`config.mk`:
```
export PLATFORM = sky130hd
export DESIGN_NAME = usb2_bulk_in_packer
export DESIGN_NICKNAME = d
export VERILOG_FILES = /design/src/rtl/usb2_pkg.sv /design/src/rtl/usb2_sync2.sv /design/src/rtl/usb2_bulk_in_packer.sv
export SDC_FILE = /design/constraint.sdc
export NUM_CORES = 1
export LEC_CHECK = 0
export CAP_MARGIN = 40
export CORE_ASPECT_RATIO = 0.7
export CORE_MARGIN = 4
export CORE_UTILIZATION = 45
export CTS_BUF_LIST = sky130_fd_sc_hd__clkbuf_8 sky130_fd_sc_hd__clkbuf_16
export CTS_CLUSTER_DIAMETER = 150
export DETAILED_ROUTE_END_ITERATION = 10
export GPL_ROUTABILITY_DRIVEN = 0
export PLACE_DENSITY = 0.68
export SLEW_MARGIN = 20
export SYNTH_ARGS = -nofsm -noshare
export SYNTH_HDL_FRONTEND = slang
export SYNTH_SLANG_ARGS = --single-unit
```
`constraint.sdc`:
```
create_clock -name ext_clk -period 6.56 [get_ports ext_clk]
set_clock_uncertainty 0.15 [all_clocks]
set_input_delay 1.64 -clock ext_clk [delete_from_list [all_inputs] [get_ports ext_clk]]
set_output_delay 1.64 -clock ext_clk [all_outputs]
set_load 0.02 [all_outputs]
```
`src/rtl/usb2_pkg.sv`:
```
// Shared definitions for the USB 2.0 bulk IN packer slice.
// Contents:
//   packer_state_e    - packer FSM state encoding
//   USB2_HS_BULK_MAX  - high-speed bulk max packet size (bytes)
//   BUF_ADDR_W        - endpoint buffer address width
//   BUF_LEN_W         - committed packet length width
package usb2_pkg;

  localparam int USB2_HS_BULK_MAX = 512;
  localparam int BUF_ADDR_W       = 9;
  localparam int BUF_LEN_W        = 10;

  typedef enum logic [1:0] {
    WAIT_BUF     = 2'd0,
    FILL         = 2'd1,
    COMMIT       = 2'd2,
    WAIT_ACK_LOW = 2'd3
  } packer_state_e;

endpackage

```
`src/rtl/usb2_sync2.sv`:
```
// Two-flop synchroniser for a single level signal into the clk domain.
// Ports:
//   clk   in  - destination clock
//   rst_n in  - asynchronous active-low reset (output resets to 0)
//   d     in  - asynchronous level input
//   q     out - synchronised level, two clk cycles of latency
module usb2_sync2 (
  input  logic clk,
  input  logic rst_n,
  input  logic d,
  output logic q
);

  logic meta_r;
  logic sync_r;

  // Two-stage capture chain; first stage may go metastable.
  always_ff @(posedge clk or negedge rst_n) begin
    if (!rst_n) begin
      meta_r <= 1'b0;
      sync_r <= 1'b0;
    end else begin
      meta_r <= d;
      sync_r <= meta_r;
    end
  end

  assign q = sync_r;

endmodule

```
`src/rtl/usb2_bulk_in_packer.sv`:
```
// Packs a valid/ready byte stream into USB 2.0 IN endpoint-buffer writes,
// commits each packet with its length and waits for the commit handshake
// and a free buffer before filling the next one.
// Optional build macro: USB2_PACKER_TIMEOUT_EN - flushes a partial packet
// after TIMEOUT_CYC idle cycles in FILL.
// Ports:
//   ext_clk, reset_n                 - clock, async active-low reset
//   s_data/s_valid/s_last/s_ready    - input byte stream
//   buf_in_addr/data/wren            - endpoint buffer write port
//   buf_in_ready                     - buffer free (async, synchronised)
//   buf_in_commit/_len/_ack          - packet commit handshake (ack synchronised)
//   stat_pkt_count, stat_busy        - status
module usb2_bulk_in_packer
  import usb2_pkg::*;
#(
  parameter int MAX_PKT     = USB2_HS_BULK_MAX,
  parameter int TIMEOUT_CYC = 65535
) (
  input  logic                  ext_clk,
  input  logic                  reset_n,
  input  logic [7:0]            s_data,
  input  logic                  s_valid,
  input  logic                  s_last,
  output logic                  s_ready,
  output logic [BUF_ADDR_W-1:0] buf_in_addr,
  output logic [7:0]            buf_in_data,
  output logic                  buf_in_wren,
  input  logic                  buf_in_ready,
  output logic                  buf_in_commit,
  output logic [BUF_LEN_W-1:0]  buf_in_commit_len,
  input  logic                  buf_in_commit_ack,
  output logic [15:0]           stat_pkt_count,
  output logic                  stat_busy
);

  localparam logic [BUF_LEN_W-1:0] MAX_LEN = BUF_LEN_W'(MAX_PKT);

  packer_state_e         state_r, state_n;
  logic [BUF_LEN_W-1:0]  count_r, count_n;
  logic                  s_ready_r, s_ready_n;
  logic [BUF_ADDR_W-1:0] addr_r, addr_n;
  logic [7:0]            data_r, data_n;
  logic                  wren_r, wren_n;
  logic                  commit_r, commit_n;
  logic [BUF_LEN_W-1:0]  len_r, len_n;
  logic [15:0]           pkt_r, pkt_n;
  logic                  busy_r, busy_n;
  logic                  ready_sync;
  logic                  ack_sync;
  logic                  accept;

`ifdef USB2_PACKER_TIMEOUT_EN
  localparam logic [15:0] IDLE_LIMIT = 16'(TIMEOUT_CYC - 1);
  logic [15:0] idle_r, idle_n;
`endif

  usb2_sync2 u_sync_ready (
    .clk   (ext_clk),
    .rst_n (reset_n),
    .d     (buf_in_ready),
    .q     (ready_sync)
  );

  usb2_sync2 u_sync_ack (
    .clk   (ext_clk),
    .rst_n (reset_n),
    .d     (buf_in_commit_ack),
    .q     (ack_sync)
  );

  // s_ready is registered, so a byte is taken exactly when the upstream sees it high.
  assign accept = s_valid & s_ready_r;

  // Next-state and next-output computation for the packer FSM.
  always_comb begin
    state_n   = state_r;
    count_n   = count_r;
    s_ready_n = 1'b0;
    wren_n    = 1'b0;
    addr_n    = addr_r;
    data_n    = data_r;
    commit_n  = 1'b0;
    len_n     = len_r;
    pkt_n     = pkt_r;
`ifdef USB2_PACKER_TIMEOUT_EN
    idle_n    = 16'd0;
`endif
    case (state_r)
      WAIT_BUF: begin
        if (ready_sync && !ack_sync) begin
          state_n   = FILL;
          s_ready_n = 1'b1;
        end else begin
          state_n = WAIT_BUF;
        end
      end
      FILL: begin
        s_ready_n = 1'b1;
        if (accept) begin
          wren_n  = 1'b1;
          addr_n  = count_r[BUF_ADDR_W-1:0];
          data_n  = s_data;
          count_n = count_r + 10'd1;
          // Drop s_ready on the same edge so nothing lands after the final byte.
          if ((count_r + 10'd1 == MAX_LEN) || s_last) begin
            state_n   = COMMIT;
            s_ready_n = 1'b0;
          end else begin
            state_n = FILL;
          end
        end else begin
`ifdef USB2_PACKER_TIMEOUT_EN
          if (count_r != 10'd0) begin
            if (idle_r == IDLE_LIMIT) begin
              state_n   = COMMIT;
              s_ready_n = 1'b0;
              idle_n    = 16'd0;
            end else begin
              idle_n = idle_r + 16'd1;
            end
          end else begin
            idle_n = 16'd0;
          end
`else
          state_n = FILL;
`endif
        end
      end
      COMMIT: begin
        commit_n = 1'b1;
        len_n    = count_r;
        // Only honour ack once our own request is visible on the port.
        if (commit_r && ack_sync) begin
          commit_n = 1'b0;
          count_n  = 10'd0;
          pkt_n    = pkt_r + 16'd1;
          state_n  = WAIT_ACK_LOW;
        end else begin
          state_n = COMMIT;
        end
      end
      WAIT_ACK_LOW: begin
        if (!ack_sync) begin
          state_n = WAIT_BUF;
        end else begin
          state_n = WAIT_ACK_LOW;
        end
      end
      default: begin
        state_n = WAIT_BUF;
        count_n = 10'd0;
      end
    endcase
    busy_n = !((state_n == WAIT_BUF) && (count_n == 10'd0));
  end

  // FSM state, byte count and registered outputs.
  always_ff @(posedge ext_clk or negedge reset_n) begin
    if (!reset_n) begin
      state_r   <= WAIT_BUF;
      count_r   <= 10'd0;
      s_ready_r <= 1'b0;
      addr_r    <= 9'd0;
      data_r    <= 8'd0;
      wren_r    <= 1'b0;
      commit_r  <= 1'b0;
      len_r     <= 10'd0;
      pkt_r     <= 16'd0;
      busy_r    <= 1'b0;
    end else begin
      state_r   <= state_n;
      count_r   <= count_n;
      s_ready_r <= s_ready_n;
      addr_r    <= addr_n;
      data_r    <= data_n;
      wren_r    <= wren_n;
      commit_r  <= commit_n;
      len_r     <= len_n;
      pkt_r     <= pkt_n;
      busy_r    <= busy_n;
    end
  end

`ifdef USB2_PACKER_TIMEOUT_EN
  // Idle-cycle counter for flushing a stalled partial packet.
  always_ff @(posedge ext_clk or negedge reset_n) begin
    if (!reset_n) begin
      idle_r <= 16'd0;
    end else begin
      idle_r <= idle_n;
    end
  end
`endif

  assign s_ready           = s_ready_r;
  assign buf_in_addr       = addr_r;
  assign buf_in_data       = data_r;
  assign buf_in_wren       = wren_r;
  assign buf_in_commit     = commit_r;
  assign buf_in_commit_len = len_r;
  assign stat_pkt_count    = pkt_r;
  assign stat_busy         = busy_r;

endmodule

```
==> summary.txt <==
Critical-path top delay cell: or4_1
VDD IR-drop max: 0.216 mV
Clock power frac: 31.7%
Final Core Density: 61.6%
Power Density: 257 nW/µm²
TNS Setup: 0 ns
Yosys top cell area share: 56.6%
Worst setup margin: 2.54 ns
I/O Buffers: 60
Worst rel slew slack: 56.7%
Crit path kind: in -> reg
# H-tree levels: 3
Max-slew violation count: 0
Sw frac: 27.7%
RSZ-0062 raised after global routing: false
Synthesized area per cell: 12.2 µm²
Psw: 0.258 mW
LEAKAGE: 1.63 nW
Post-route DRC: 0
Post-synthesis sequential area ratio: 56.6%
Die H: 73.8 µm
TritonCTS clock tree: built
Total CTS buffers: 9
Largest net degree at the start of global routing: 64
# rows: 23
Reg2reg end: stat_busy
Maximum clock rate: 249 MHz
Inst Count DP: 355
ANT nets after route: 0
Final period util: 61.3%
Hold Buf Count CTS: 0
Number of global-route vias before repair: 1939
Crit-path cells: clkdlybuf4s50_1, nand2_1, a211o_1, o21ai_0, o31ai_1, or4_1, or4b_1
DR pass1 iterations: 4
Status: complete, no violations
Die X: 102 µm
I/O pins: 61
Comb pwr share: 20.6%
Top cells by area, synth: dfrtp_1 57%, mux2_2 11%, xnor2_1 4.7%, ha_1 2.7%, nand2_1 2.3%
Crit path launch type: input pin
Crit-path max FO: 11
Worst-Margin Slew: 0.649 ns
Global route overflow: 0
Post-CTS Setup Bufs: 0
Yosys cell types: 45
Worst EP required: 6.62 ns
Via Count: 1963
Part of the power in registers: 47.8%
DIE AREA: 7530 µm²
Final #Nets: 312
Place WS: 2.20 ns
Fillers: 489
R2R depth: 8
Post-DR wirelength/cell: 15.9 µm
Post-Synthesis Cells: 229
EDFF count, synth: 0
Root Buffer: clkbuf_8
Initial antenna violation count: 0
Crit path time final: 4.02 ns
GRT Total Usage: 17.1%
Reg2reg start: state_r[0]
Syn Std Cell Area: 2790 µm²
ANT cells: 0
Most frequent cells in the layout: 63 x dfrtp_1, 59 x clkdlybuf4s50_1, 27 x mux2_2
Initial core utilization: 47.4%
Slowest stage delay, CP: 0.55 ns
Final instance area: 3620 µm²
P&R area growth vs syn: 29.9%
Post-CTS sizing: 0
Initial DRC Count: 159
Max clock buf depth: 2
Post-synth top area cell: dfrtp_1
Final Hold Vio Count: 0
Avg Vias per Cell: 5.28
CP Data Arrival Time: 4.08 ns
Ratio of cells with drive above 1 in the final layout: 15.8%
Hold Path Depth: 0
Non-Filler Instances: 372
Core area: 5870 µm²
Synthesized net count: 249
First-pass GRT wire length: 9.65 mm
Commonest non-fill, non-tap cell in the layout: dfrtp_1
Hold WC Path Type: reg -> reg
HPWL Detailed: 4.13 mm
Hold EP: u_sync_ready.q
Final WL: 5.91 mm
Clk_lat worst skew: 0.33 ns
Min-delay src: u_sync_ready.meta_r
Setup violators final: 0
Placed cell area: 3420 µm²
Setup crit end kind: register
Main synth FF type: dfrtp_1
Sink Count: 63
Yosys warnings: 0
R2R Setup Slk: 3.41 ns
Clock transition at the registers of the reported paths: 0.07 ns
Yosys reg bits: 63
Max Cap Viol: 0
Pint: 0.673 mW
Ys async rst share: 100%
-- layer usage --
layer,share of wire (%),global-route usage [%],vias to the layer above
met5,0,0,-
met2,44,23.3,68
met1,47,24.4,946
met3,7.0,7.02,5
met4,1.2,6.26,0
li1,-,-,944
-- how the worst max path moves through the flow --
| stage | startpoint | to | slack (ns) |
|---|---|---|---|
| 2_1_floorplan | s_valid | stat_busy | 2.99 |
| 3_3_place_gp | s_valid | stat_busy | 2.25 |
| 3_5_place_dp | s_valid | stat_busy | 2.20 |
| 4_1_cts | s_valid | stat_busy | 2.57 |
| 5_1_grt | s_valid | stat_busy | 2.42 |
| 6_report | s_valid | stat_busy | 2.54 |
-- metrics by stage --
step | hold WS (ns) | power, mW
after floorplan | 0.181 | 0.546
after global placement | 0.182 | 0.638
after detailed placement | 0.186 | 0.643
after CTS | 0.199 | 0.942
after global routing | 0.208 | 0.979
final | 0.197 | 0.931
-- cell families after synthesis --
family | share of synthesized area (%)
and+or+nand+nor | 12.6
AOI/OAI and AO/OA | 8.09
xor gates and xnor gates | 5.66
muxes | 10.9
DFF | 56.6
adders and majority gates | 2.70
buffers and inverters | 3.41
-- power by group through the flow --
stage                     registers [mW]  logic (mW)  clock network [mW]
after floorplan                    0.489      0.0577                   0
after global placement             0.450       0.188                   0
after detailed placement           0.452       0.191                   0
after CTS                          0.445       0.192               0.305
after global routing               0.450       0.205               0.324
final                              0.445       0.191               0.295
-- synthesized netlist by cell type, types with 3 or more instances --
| cell | count |
|---|---|
| buf_6 | 3 |
| nand3_1 | 11 |
| nand4_1 | 7 |
| xnor2_1 | 15 |
| ha_1 | 6 |
| a21oi_1 | 6 |
| o31ai_1 | 3 |
| mux2_2 | 27 |
| and3_1 | 4 |
| o21ai_0 | 11 |
| nor2_1 | 5 |
| nand2b_1 | 3 |
| xor2_1 | 3 |
| dfrtp_1 | 63 |
| inv_1 | 6 |
| buf_2 | 4 |
| nand2_1 | 17 |
-- registers in the layout, summed over array words and instances, names as in the netlist --
name / count
buf_in_commit: 1
u_sync_ack.q: 1
u_sync_ready.q: 1
buf_in_wren: 1
u_sync_ready.meta_r: 1
stat_pkt_count: 16
state_r: 2
u_sync_ack.meta_r: 1
count_r: 10
stat_busy: 1
buf_in_data: 8
buf_in_commit_len: 10
buf_in_addr: 9
s_ready: 1
-- critical path: cells and delay by family --
family | cells | cell delay [ns]
simple gates | 3 | 1.15
compound gates | 3 | 0.75
buf+inv | 1 | 0.54
-- area by class of cell --
class                           instances  area [µm²]  area share (%)
Clock buffer                           11         151            4.19
Clock inverter                          5        25.0           0.692
Inverter                                6        22.5           0.623
Multi-Input combinational cell        149        1110            30.8
Sequential cell                        63        1580            43.6
Tap cell                               75        93.8            2.59
Timing Repair Buffer                   63         634            17.5
Note: power is estimated with default switching activity, not from simulation.
